`config.mk`:
```
export PLATFORM = sky130hd
export DESIGN_NAME = jkff_upcount
export DESIGN_NICKNAME = d
export VERILOG_FILES = /design/src/rtl/jkff_counter_pkg.sv /design/src/rtl/jkff_upcount_jk_cell.sv /design/src/rtl/jkff_upcount.sv
export SDC_FILE = /design/constraint.sdc
export NUM_CORES = 1
export LEC_CHECK = 0
export CAP_MARGIN = 20
export CORE_AREA = 2 2 39 41
export CTS_CLUSTER_SIZE = 8
export DETAILED_ROUTE_END_ITERATION = 10
export DIE_AREA = 0 0 41 43
export PLACE_DENSITY = 0.52
export SLEW_MARGIN = 20
export SYNTH_ARGS = -nofsm -noshare
export SYNTH_HDL_FRONTEND = slang
export SYNTH_SLANG_ARGS = --single-unit
```
`constraint.sdc`:
```
create_clock -name clk -period 2.9 [get_ports clk]
set_clock_uncertainty 0.2 [all_clocks]
set_input_delay 0.87 -clock clk [delete_from_list [all_inputs] [get_ports clk]]
set_output_delay 0.87 -clock clk [all_outputs]
set_load 0.005 [all_outputs]
```
`src/rtl/jkff_counter_pkg.sv`:
```
// Shared definitions for the JK flip-flop counter family.
// Holds the {J,K} mode codes and the load saturation helper.
package jkff_counter_pkg;

  localparam logic [1:0] JK_HOLD   = 2'b00;
  localparam logic [1:0] JK_RESET  = 2'b01;
  localparam logic [1:0] JK_SET    = 2'b10;
  localparam logic [1:0] JK_TOGGLE = 2'b11;

  // A load value outside the count sequence is pulled down to the terminal count
  function automatic logic [15:0] clamp_load(input logic [15:0] value, input int modulus);
    if (int'(value) >= modulus) begin
      return 16'(modulus - 1);
    end
    return value;
  endfunction

endpackage

```
`src/rtl/jkff_upcount_jk_cell.sv`:
```
// Single JK flip-flop cell with synchronous active-high reset.
// Truth table: 00 hold, 01 clear, 10 set, 11 toggle.
module jk_cell
  import jkff_counter_pkg::*;
(
  input  logic clk,
  input  logic rst,
  input  logic j,
  input  logic k,
  output logic q
);

  // JK state update; reset overrides the J/K inputs
  always_ff @(posedge clk) begin
    if (rst) begin
      q <= 1'b0;
    end else begin
      case ({j, k})
        JK_HOLD:   q <= q;
        JK_RESET:  q <= 1'b0;
        JK_SET:    q <= 1'b1;
        JK_TOGGLE: q <= ~q;
        default:   q <= q;
      endcase
    end
  end

endmodule

```
`src/rtl/jkff_upcount.sv`:
```
// Modulo-MODULUS up counter built from JK cells.
// Each bit gets generated J/K terms: toggle-chain for counting, clear-to-zero
// at terminal count, direct set/clear for parallel load.
// Optional macro JKFF_UPCOUNT_STICKY_OVF_EN adds a sticky overflow output ovf.
module jkff_upcount
  import jkff_counter_pkg::*;
#(
  parameter int WIDTH   = 3,
  parameter int MODULUS = 8
) (
  input  logic             clk,
  input  logic             rst,
  input  logic             en,
  input  logic             load,
  input  logic [WIDTH-1:0] load_val,
  output logic [WIDTH-1:0] count,
  output logic             tc,
  output logic             wrap
`ifdef JKFF_UPCOUNT_STICKY_OVF_EN
  ,
  output logic             ovf
`endif
);

  generate
    if (WIDTH < 1 || WIDTH > 16 || MODULUS < 2 || MODULUS > (1 << WIDTH)) begin : g_bad_params
      $error("jkff_upcount: illegal WIDTH/MODULUS combination");
    end
  endgenerate

  localparam logic [WIDTH-1:0] TERM = WIDTH'(MODULUS - 1);

  logic [WIDTH-1:0] j;
  logic [WIDTH-1:0] k;
  logic [WIDTH-1:0] toggle_mask;
  logic [WIDTH-1:0] load_clamped;
  logic [1:0]       mode;
  logic             carry;
  logic             counted_wrap;

  assign load_clamped = WIDTH'(clamp_load(16'(load_val), MODULUS));
  assign tc           = en && (count == TERM);
  assign counted_wrap = en && !load && (count == TERM);

  // Ripple-style toggle enables: a bit toggles when every lower bit is 1
  always_comb begin
    toggle_mask = '0;
    carry       = 1'b1;
    for (int i = 0; i < WIDTH; i++) begin
      toggle_mask[i] = carry;
      carry          = carry & count[i];
    end
  end

  // Per-bit J/K generation; at or beyond terminal count set bits are cleared
  // so the next state is 0, which also recovers from unreachable states
  always_comb begin
    j    = '0;
    k    = '0;
    mode = JK_HOLD;
    for (int i = 0; i < WIDTH; i++) begin
      mode = JK_HOLD;
      if (load) begin
        mode = load_clamped[i] ? JK_SET : JK_RESET;
      end else if (en) begin
        if (count >= TERM) begin
          mode = count[i] ? JK_RESET : JK_HOLD;
        end else if (toggle_mask[i]) begin
          mode = JK_TOGGLE;
        end
      end
      {j[i], k[i]} = mode;
    end
  end

  generate
    for (genvar g = 0; g < WIDTH; g++) begin : g_cells
      jk_cell u_cell (
        .clk (clk),
        .rst (rst),
        .j   (j[g]),
        .k   (k[g]),
        .q   (count[g])
      );
    end
  endgenerate

  // One-cycle wrap pulse following a counted terminal-to-zero step
  always_ff @(posedge clk) begin
    if (rst) begin
      wrap <= 1'b0;
    end else begin
      wrap <= counted_wrap;
    end
  end

`ifdef JKFF_UPCOUNT_STICKY_OVF_EN
  // Sticky overflow; reset or load clears it ahead of a same-cycle wrap
  always_ff @(posedge clk) begin
    if (rst || load) begin
      ovf <= 1'b0;
    end else if (counted_wrap) begin
      ovf <= 1'b1;
    end
  end
`endif

endmodule

```
==> results.tsv <==
metric	value	unit
status	completed	
dr.pass1.iters	2	
cts_num_sinks	4	
tightest_slew	277	ps
fin_ws	50.7	ps
drt-total-wl	509	um
cts_max_path_buffers	2	
reg2regPathDepth	2	
multi_input_area	114	um^2
syn_inst	22	
path_max_fanout	2	
synth_edf_count	0	
boundaryPins	12	
setup_violations	0	
holdWs	416	ps
syn_nets	29	
fillers	148	
maxSlewViolCount	0	
rows	14	
grt_antenna_before_repair	0	
n_antenna_cell	0	
period_share	98.3	%
crit_path_end_kind	primary output	
startpoint_type	primary input	
num_vias	222	
drt_iter0_drc	1	
ys_warn_count	0	
vias_per_cell	4.44	
synth-seq-area-share	36.4	%
dp_cells	47	
hold_path_depth	2	
grt_pass1_vias	243	
synth_top_area_share	36.4	%
min_path_type	reg2reg	
powerDensity	454	nW/um^2
r2r_start	g_cells[0].u_cell.q	
cts_tree	done	
ys_ff_latch	4	
cp.arrival	1780	ps
gp_congestion	0.627	
ant_nets	0	
r2r_slack	1740	ps
cp_data_required_time	1830	ps
htree_levels	1	
syn_area	220	um^2
async_flop_share	0	%
path_clk_slew	30	ps
initial_core_util	15.9	%
dp_hpwl	393	um
port_buffers	11	
nNetsFinal	43	
route.detailed.drc	0	
wl_per_cell	10.2	um
hold_viol_final	0	
cts_setup_buffers	0	
synth_commonest_cells	dfxtp_1 (4), nor2b_1 (4), buf_4 (3)	
area_growth	61.9	%
power.leakage	0.134	nW
grt_max_degree	8	
timing.rr.end	g_cells[2].u_cell.q	
peakVddDrop	0.000168	V
rsz0062_at_grt	no	
die-area	1760	um^2
drv_cap	0	
fp.dieW	41	um
yosys-top-cells-area	dfxtp_1 (36%), nor2b_1 (11%), buf_4 (10%)	
core	1380	um^2
ys.flop_type	dfxtp_1	
root_buffer	clkbuf_4	
drive_above_1_share	17.6	%
dp_slack	-243	ps
final_cells	50	
grt_pass1_wl	917	um
hold_end	g_cells[1].u_cell.q	
power	0.000162	W
hold_path_startpoint	g_cells[0].u_cell.q	
final-seq-area	80.1	um^2
grt_overflow	0	
numCtsBuffers	3	
grt_util_all_layers	8.43	%
syn_area_per_cell	10.0	um^2
path_class	in2out	
finish.utilization	25.8	%
synth_top_area_cell	dfxtp_1	
clk_latency	230	ps
timing.fmax	351	MHz
yosysUniqueCellTypes	13	
relSlewSlack	81.4	%
fp.dieH	43	um
min_period	2850	ps
critical path, cell delays in order:
cell and delay [ps]:
clkdlybuf4s50_1 480, and4_1 180, dlygate4sd2_1 240
per-layer routing:
layer  up-vias  routed length (um)  track usage, %
met5         -                   0               0
met4         0                   0            4.00
met3         0                  71            7.85
met2        14                 210            11.6
met1       101                 227            8.33
li1        107                   -               -
metrics by stage:
step / area [um^2] / setup TNS, ps
after detailed placement: 335 / -243
final: 357 / 0
after global routing: 357 / 0
after floorplan: 220 / 0
after CTS: 357 / 0
after global placement: 335 / -237
what timing repair did:
| action | CTS | global route |
|---|---|---|
| endpoints found under the setup margin | 1 | 1 |
| gates resized for setup | 1 | 0 |
| pin swaps | 0 | 1 |
| hold buffers | 0 | 0 |
flip-flops by register name, summed over array words and instances (netlist names):
register          cells
wrap                  1
g_cells.u_cell.q      3
cell type report:
| type | count | area share [%] |
|---|---|---|
| multi-input cells | 14 | 31.9 |
| clock buffers | 3 | 6.32 |
| inverters | 1 | 1.05 |
| flip-flops and latches | 4 | 22.5 |
| well taps | 16 | 5.61 |
| repair buffers | 12 | 32.6 |
worst max-delay path by stage:
stage                     start  endpoint  slack [ps]  cells past startpoint
final                        en        tc          50                      3
after CTS                    en        tc          30                      3
after detailed placement     en        tc        -240                      3
after global placement       en        tc        -240                      3
after global routing         en        tc          20                      3
after floorplan              en        tc         760                      1
logic make-up (layout without fill, tap and decap cells):
group           count (synthesis)  count (layout)  synth area share (%)
simple gates                    8               8                  25.0
compound gates                  5               5                  22.7
flops                           4               4                  36.4
buf+inv                         4              16                  11.9
xor+xnor                        1               1                  3.98
layout by cell type (no fill, tap or decap):
cell	synthesis	final
nor3b_1	1	1
a211oi_1	1	1
and3_1	1	1
nand3b_1	1	1
dfxtp_1	4	4
clkdlybuf4s50_1	0	10
clkbuf_4	0	3
xnor2_1	1	1
inv_1	1	1
buf_4	3	1
and4_1	1	1
a21bo_2	1	1
dlygate4sd2_1	0	1
nor2b_1	4	4
a311oi_1	2	2
a2111oi_2	1	1
power by group:
| part | internal (W) | leakage, nW | switching (W) |
|---|---|---|---|
| logic | 0.0000202 | 0.0876 | 0.00000953 |
| clock network | 0.0000463 | 0.0138 | 0.0000226 |
| registers | 0.0000588 | 0.0331 | 0.00000462 |
No activity file was read; power rests on OpenSTA's default activity.
==> RTL change 1, RTL diff (same flow settings) <==
Add a define of `JKFF_UPCOUNT_STICKY_OVF_EN`.
--- a/src/rtl/jkff_upcount.sv
+++ b/src/rtl/jkff_upcount.sv
@@ -2,6 +2,8 @@
 // Each bit gets generated J/K terms: toggle-chain for counting, clear-to-zero
 // at terminal count, direct set/clear for parallel load.
 // Optional macro JKFF_UPCOUNT_STICKY_OVF_EN adds a sticky overflow output ovf.
+`define JKFF_UPCOUNT_STICKY_OVF_EN
+
 module jkff_upcount
   import jkff_counter_pkg::*;
 #(
Formal check against the unedited RTL (old outputs only; new: ovf): equivalent (equiv_simple and equiv_induct, registers matched by name and starting in step).
==> RTL change 1 against the original RTL <==
  * Critical path type unchanged
  * Worst setup slack improved by 0.055 ns
  * Largest power group unchanged
  * Final area rose by 11%
  * Final cell count rose by 10%
  * Synthesized area rose by 14%
  * Critical path depth did not move
  * Power rose by 15%
  * Global-route usage fell by 2.2 points
  * Sequential cell count rose by 1
  * Routed wire length rose by 2.4%
  * Largest cell class is now multi-input gates
==> RTL change 1: results (changes against the original RTL) <==
Post-Synth Adder-Cell Area - 0 (unchanged)
worst hold path stage count - 1 (was 2)
R2R Path End - g_cells[2].u_cell.q (unchanged)
leading post-synthesis cells by cell area - dfxtp_1, nor2b_1, buf_4 (unchanged)
max cap viols - 0 (unchanged)
Worst-path clk slew - 0.04 ns
deepest clock path buffer count - 2 (unchanged)
first-pass GRT wire length - 669 µm (was 917 µm)
Hold Path Class - reg -> reg (unchanged)
# diodes - 0 (unchanged)
Min-Delay Endpoint - ovf (was g_cells[1].u_cell.q)
PortBufs - 12 (was 11)
hpwl dp - 411 µm (was 393 µm)
largest family of logic cells by synthesized area - compound AO/OA/AOI/OAI gates (was simple AND/OR/NAND/NOR gates)
reg-to-reg critical path startpoint - g_cells[0].u_cell.q (unchanged)
worst-path fanout max - 6 (was 2)
routed len/inst - 9.47 µm (was 10.2 µm)
initial antenna violation count - 0 (unchanged)
Root Buffer - clkbuf_4 (unchanged)
largest net degree at the start of global routing - 8 (unchanged)
Primary FF master, synth - dfxtp_1 (unchanged)
drt first-iter violations - 1 (unchanged)
final net count - 47 (was 43)
sequential area share after synthesis - 0.400 (was 0.364)
xor/xnor share of the synthesized area - 0.0350 (was 0.0398)
layout cell share with drive strength beyond 1 - 0.179 (was 0.176)
GRT Total Usage - 0.0622 (was 0.0843)
DR vias/cell - 4.05 (was 4.44)
Post-synth top cells - dfxtp_1, nor2b_1, buf_4 (unchanged)
Fin Hold WS - 0.260 ns (was 0.416 ns)
Syn Nets - 32 (was 29)
vias in the first global route - 158 (was 243)
hold path start - ovf (was g_cells[0].u_cell.q)
Distinct cells, synth - 15 (was 13)
Final Wtd Congestion - 0.612 (was 0.627)
H-tree levels - 1 (unchanged)
mux share of post-synthesis cell area - 0 (unchanged)
TritonCTS Buffers - 3 (unchanged)
Leak - 0.149 nW (was 0.134 nW)
clk_lat worst skew - 0.24 ns
compound-gate portion of the synthesized area - 0.230 (was 0.227)
Ys Warns - 0 (unchanged)
Worst R2R Path Depth - 2 (unchanged)
VDD IR-drop max - 0.110 mV (was 0.168 mV)
top flop regs - g_cells.u_cell.q: 3 flops, ovf: 1 flops, wrap: 1 flops (was g_cells.u_cell.q: 3 flops, wrap: 1 flops)
asr flop ratio synth - 0 (unchanged)
FF-to-FF setup slack - 1.73 ns
status - completed (unchanged)
relative max-transition margin - 0.788 (was 0.814)
DR pass1 iterations - 2 (unchanged)
-- RTL change 1: cell types whose count changed after synthesis, sizes merged --
cell,change
and2,+1
o21a,+1
dfxtp,+1
nor2,+1
nor3b,-1
-- RTL change 1: cell families (layout without fill, tap and decap cells) --
group                     Yosys count  count (layout)
xor gates and xnor gates            1               1
AOI/OAI and AO/OA                   6               6
DFF                                 5               5
buffers and inverters               4              18
and+or+nand+nor                     9               9
-- RTL change 1: critical path, cell delays in order --
cell             delay [ns]
buf_2                  0.14
and4_1                 0.22
clkdlybuf4s50_1        0.50
-- RTL change 1: power breakdown --
group	internal, mW	switching [mW]
Clock	0.0521	0.0291
Sequential	0.0725	0.00447
Combinational	0.0191	0.00932
-- RTL change 1: worst max path at each step --
stage / endpoint / slack [ns] / from
3_5_place_dp: tc / -0.38 / en
2_1_floorplan: tc / 0.74 / en
6_report: tc / 0.11 / en
3_3_place_gp: tc / -0.35 / en
5_1_grt: tc / 0.06 / en
4_1_cts: tc / 0.1 / en
-- RTL change 1: layout make-up --
class                      instances  area (µm²)
timing repair buffer              13         123
tap                               16        20.0
fill                             148         987
multi-input combinational         16         124
clock buffer                       4        26.3
sequential                         5         100
inverter                           1        3.75
-- RTL change 1: what timing repair did --
item | 4_1_cts | 5_1_grt
setup buffers | 0 | 0
gates resized for setup | 4 | 0
setup endpoints to repair | 1 | 0
-- RTL change 1: metal layers --
metal  wire length, µm  track usage  vias up  part of all wire
met5                 0            0        -                 0
met4                 0       0.0800        0                 0
met3                69       0.0314        0              0.13
met2               208       0.0625       11              0.40
met1               242       0.0772       96              0.46
li1                  -            -      116                 -
-- RTL change 1: through the flow --
| step | worst slack [ns] | utilization | setup TNS [ns] | std cells | area (µm²) |
|---|---|---|---|---|---|
| after detailed placement | -0.375 | 0.271 | -0.375 | 51 | 375 |
| final | 0.105 | 0.287 | 0 | 55 | 397 |
| after global placement | -0.348 | 0.271 | -0.348 | 51 | 375 |
| after CTS | 0.0953 | 0.287 | 0 | 55 | 397 |
| after global routing | 0.0642 | 0.287 | 0 | 55 | 397 |
| after floorplan | 0.741 | - | 0 | 25 | 250 |
==> RTL change 2, RTL diff (same settings) <==
Without the edit above. Put a register stage on the output `count`, without a reset. The value now appears one clock later. The other outputs are not delayed to match.
--- a/src/rtl/jkff_upcount.sv
+++ b/src/rtl/jkff_upcount.sv
@@ -22,6 +22,8 @@
 `endif
 );
 
+  logic [WIDTH-1:0] count_d;
+
   generate
     if (WIDTH < 1 || WIDTH > 16 || MODULUS < 2 || MODULUS > (1 << WIDTH)) begin : g_bad_params
       $error("jkff_upcount: illegal WIDTH/MODULUS combination");
@@ -39,8 +41,8 @@
   logic             counted_wrap;
 
   assign load_clamped = WIDTH'(clamp_load(16'(load_val), MODULUS));
-  assign tc           = en && (count == TERM);
-  assign counted_wrap = en && !load && (count == TERM);
+  assign tc           = en && (count_d == TERM);
+  assign counted_wrap = en && !load && (count_d == TERM);
 
   // Ripple-style toggle enables: a bit toggles when every lower bit is 1
   always_comb begin
@@ -48,7 +50,7 @@
     carry       = 1'b1;
     for (int i = 0; i < WIDTH; i++) begin
       toggle_mask[i] = carry;
-      carry          = carry & count[i];
+      carry          = carry & count_d[i];
     end
   end
 
@@ -63,8 +65,8 @@
       if (load) begin
         mode = load_clamped[i] ? JK_SET : JK_RESET;
       end else if (en) begin
-        if (count >= TERM) begin
-          mode = count[i] ? JK_RESET : JK_HOLD;
+        if (count_d >= TERM) begin
+          mode = count_d[i] ? JK_RESET : JK_HOLD;
         end else if (toggle_mask[i]) begin
           mode = JK_TOGGLE;
         end
@@ -80,7 +82,7 @@
         .rst (rst),
         .j   (j[g]),
         .k   (k[g]),
-        .q   (count[g])
+        .q   (count_d[g])
       );
     end
   endgenerate
@@ -105,5 +107,9 @@
   end
 `endif
 
+  always_ff @(posedge clk) begin
+    count <= count_d;
+  end
+
 endmodule
 
Check against the original RTL: not equivalent (Yosys sat finds a counterexample within 4 cycles, from zero or initial values and one cycle with rst high).
==> RTL change 2 against the original RTL <==
  * Final area up 18%
  * Global-route usage is 0.45 points lower
  * Synthesized area is 17% higher
  * Maximum frequency grew 0.62%
  * Power is 38% higher
  * Worst setup slack improved by 0.018 ns
  * Routed wire length increased by 0.39%
  * Sequential cell count rose by 3
==> RTL change 2: results (changes against the original RTL) <==
status - completed (unchanged)
asr flop ratio synth - 0 (unchanged)
first-pass GRT wire length - 890 µm (was 917 µm)
Root Buffer - clkbuf_4 (unchanged)
Worst-Margin Slew - 0.275 ns (was 0.277 ns)
vias in the first global route - 227 (was 243)
top flop regs - count: 3 flops, g_cells.u_cell.q: 3 flops, wrap: 1 flops (was g_cells.u_cell.q: 3 flops, wrap: 1 flops)
PortBufs - 11 (unchanged)
Worst-path clk slew - 0.05 ns (was 0.03 ns)
Ys Warns - 0 (unchanged)
clk_lat worst skew - 0.24 ns
worst-path fanout max - 2 (unchanged)
Hold Path Class - reg -> reg (unchanged)
Post-synth top cells - dfxtp_1, nor2b_1, a311oi_1 (was dfxtp_1, nor2b_1, buf_4)
layout cell share with drive strength beyond 1 - 0.158 (was 0.176)
DR pass1 iterations - 2 (unchanged)
xor/xnor share of the synthesized area - 0.0340 (was 0.0398)
initial antenna violation count - 0 (unchanged)
Worst Path Arrival - 1.76 ns (was 1.78 ns)
routed len/inst - 9.46 µm (was 10.2 µm)
compound-gate portion of the synthesized area - 0.194 (was 0.227)
leading post-synthesis cells by cell area - dfxtp_1, nor2b_1, a311oi_1 (was dfxtp_1, nor2b_1, buf_4)
final net count - 46 (was 43)
deepest clock path buffer count - 2 (unchanged)
TNS Setup - 0 ns (unchanged)
H-tree levels - 1 (unchanged)
DR vias/cell - 4.02 (was 4.44)
Leak - 0.157 nW (was 0.134 nW)
DRT Wirelength - 511 µm (was 509 µm)
final hold viol count - 0 (unchanged)
dpl cells - 50 (was 47)
GRT Total Usage - 0.0797 (was 0.0843)
Slowest cell on crit path - clkdlybuf4s50_1 (unchanged)
TritonCTS Buffers - 3 (unchanged)
drt first-iter violations - 2 (was 1)
DP Area - 395 µm² (was 335 µm²)
Post-Synth Adder-Cell Area - 0 (unchanged)
largest net degree at the start of global routing - 8 (unchanged)
# diodes - 0 (unchanged)
Final Wtd Congestion - 0.657 (was 0.627)
VDD IR-drop max - 0.239 mV (was 0.168 mV)
mux share of post-synthesis cell area - 0 (unchanged)
Mapped Cells - 22 (unchanged)
delay of the slowest critical-path stage - 0.47 ns
delay-heaviest family, CP - buffers and inverters (unchanged)
Syn Nets - 29 (unchanged)
Distinct cells, synth - 12 (was 13)
sequential area share after synthesis - 0.544 (was 0.364)
[RTL change 2: cell count changes in the layout (fill, tap and decap cells not counted)]
cell / unedited run / this run
dlygate4sd2_1: 1 / 0
clkdlybuf4s15_1: 0 / 1
clkbuf_1: 0 / 1
dfxtp_1: 4 / 7
[RTL change 2: per-layer routing]
| layer | up-vias | track usage | share of wire |
|---|---|---|---|
| li1 | 116 | - | - |
| met3 | 0 | 0.0628 | 0.14 |
| met4 | 0 | 0.0600 | 0 |
| met1 | 89 | 0.0882 | 0.46 |
| met2 | 12 | 0.0969 | 0.40 |
| met5 | - | 0 | 0 |
[RTL change 2: worst paths after layout]
check                           slack [ns]  depth (start not counted)                  end           startpoint
worst min-delay path                  0.18                          0             count[2]  g_cells[2].u_cell.q
worst max-delay path                  0.07                          3                   tc                   en
worst max register to register        1.73                          2  g_cells[2].u_cell.q  g_cells[0].u_cell.q
worst min register to register        0.18                          0             count[2]  g_cells[2].u_cell.q
[RTL change 2: final cells by class]
| cell class | instances | area (µm²) |
|---|---|---|
| Fill cell | 140 | 962 |
| Sequential cell | 7 | 140 |
| Timing Repair Buffer | 12 | 118 |
| Multi-Input combinational cell | 14 | 114 |
| Clock buffer | 4 | 26.3 |
| Tap cell | 16 | 20.0 |
| Inverter | 1 | 3.75 |
[RTL change 2: what timing repair did]
action	4_1_cts	5_1_grt
resized for setup	1	1
setup buffers	0	0
setup endpoints to repair	1	1
pin swaps	0	0
[RTL change 2: report_power, final]
part	internal (mW)	switching, mW
Sequential	0.103	0.00493
Clock	0.0524	0.0337
Combinational	0.0203	0.00929
Total	0.176	0.0479
[RTL change 2: cell families (layout without fill, tap and decap cells)]
kind of cell,count (synthesis),after routing
xor+xnor,1,1
flops,7,7
buf+inv,1,17
simple gates,8,8
compound gates,5,5
[RTL change 2: per-stage QoR]
step | utilization | worst slack, ns
final | 0.305 | 0.0684
after detailed placement | 0.286 | -0.234
after CTS | 0.304 | 0.0358
after global placement | 0.286 | -0.232
after global routing | 0.305 | 0.0130
after floorplan | - | 0.761
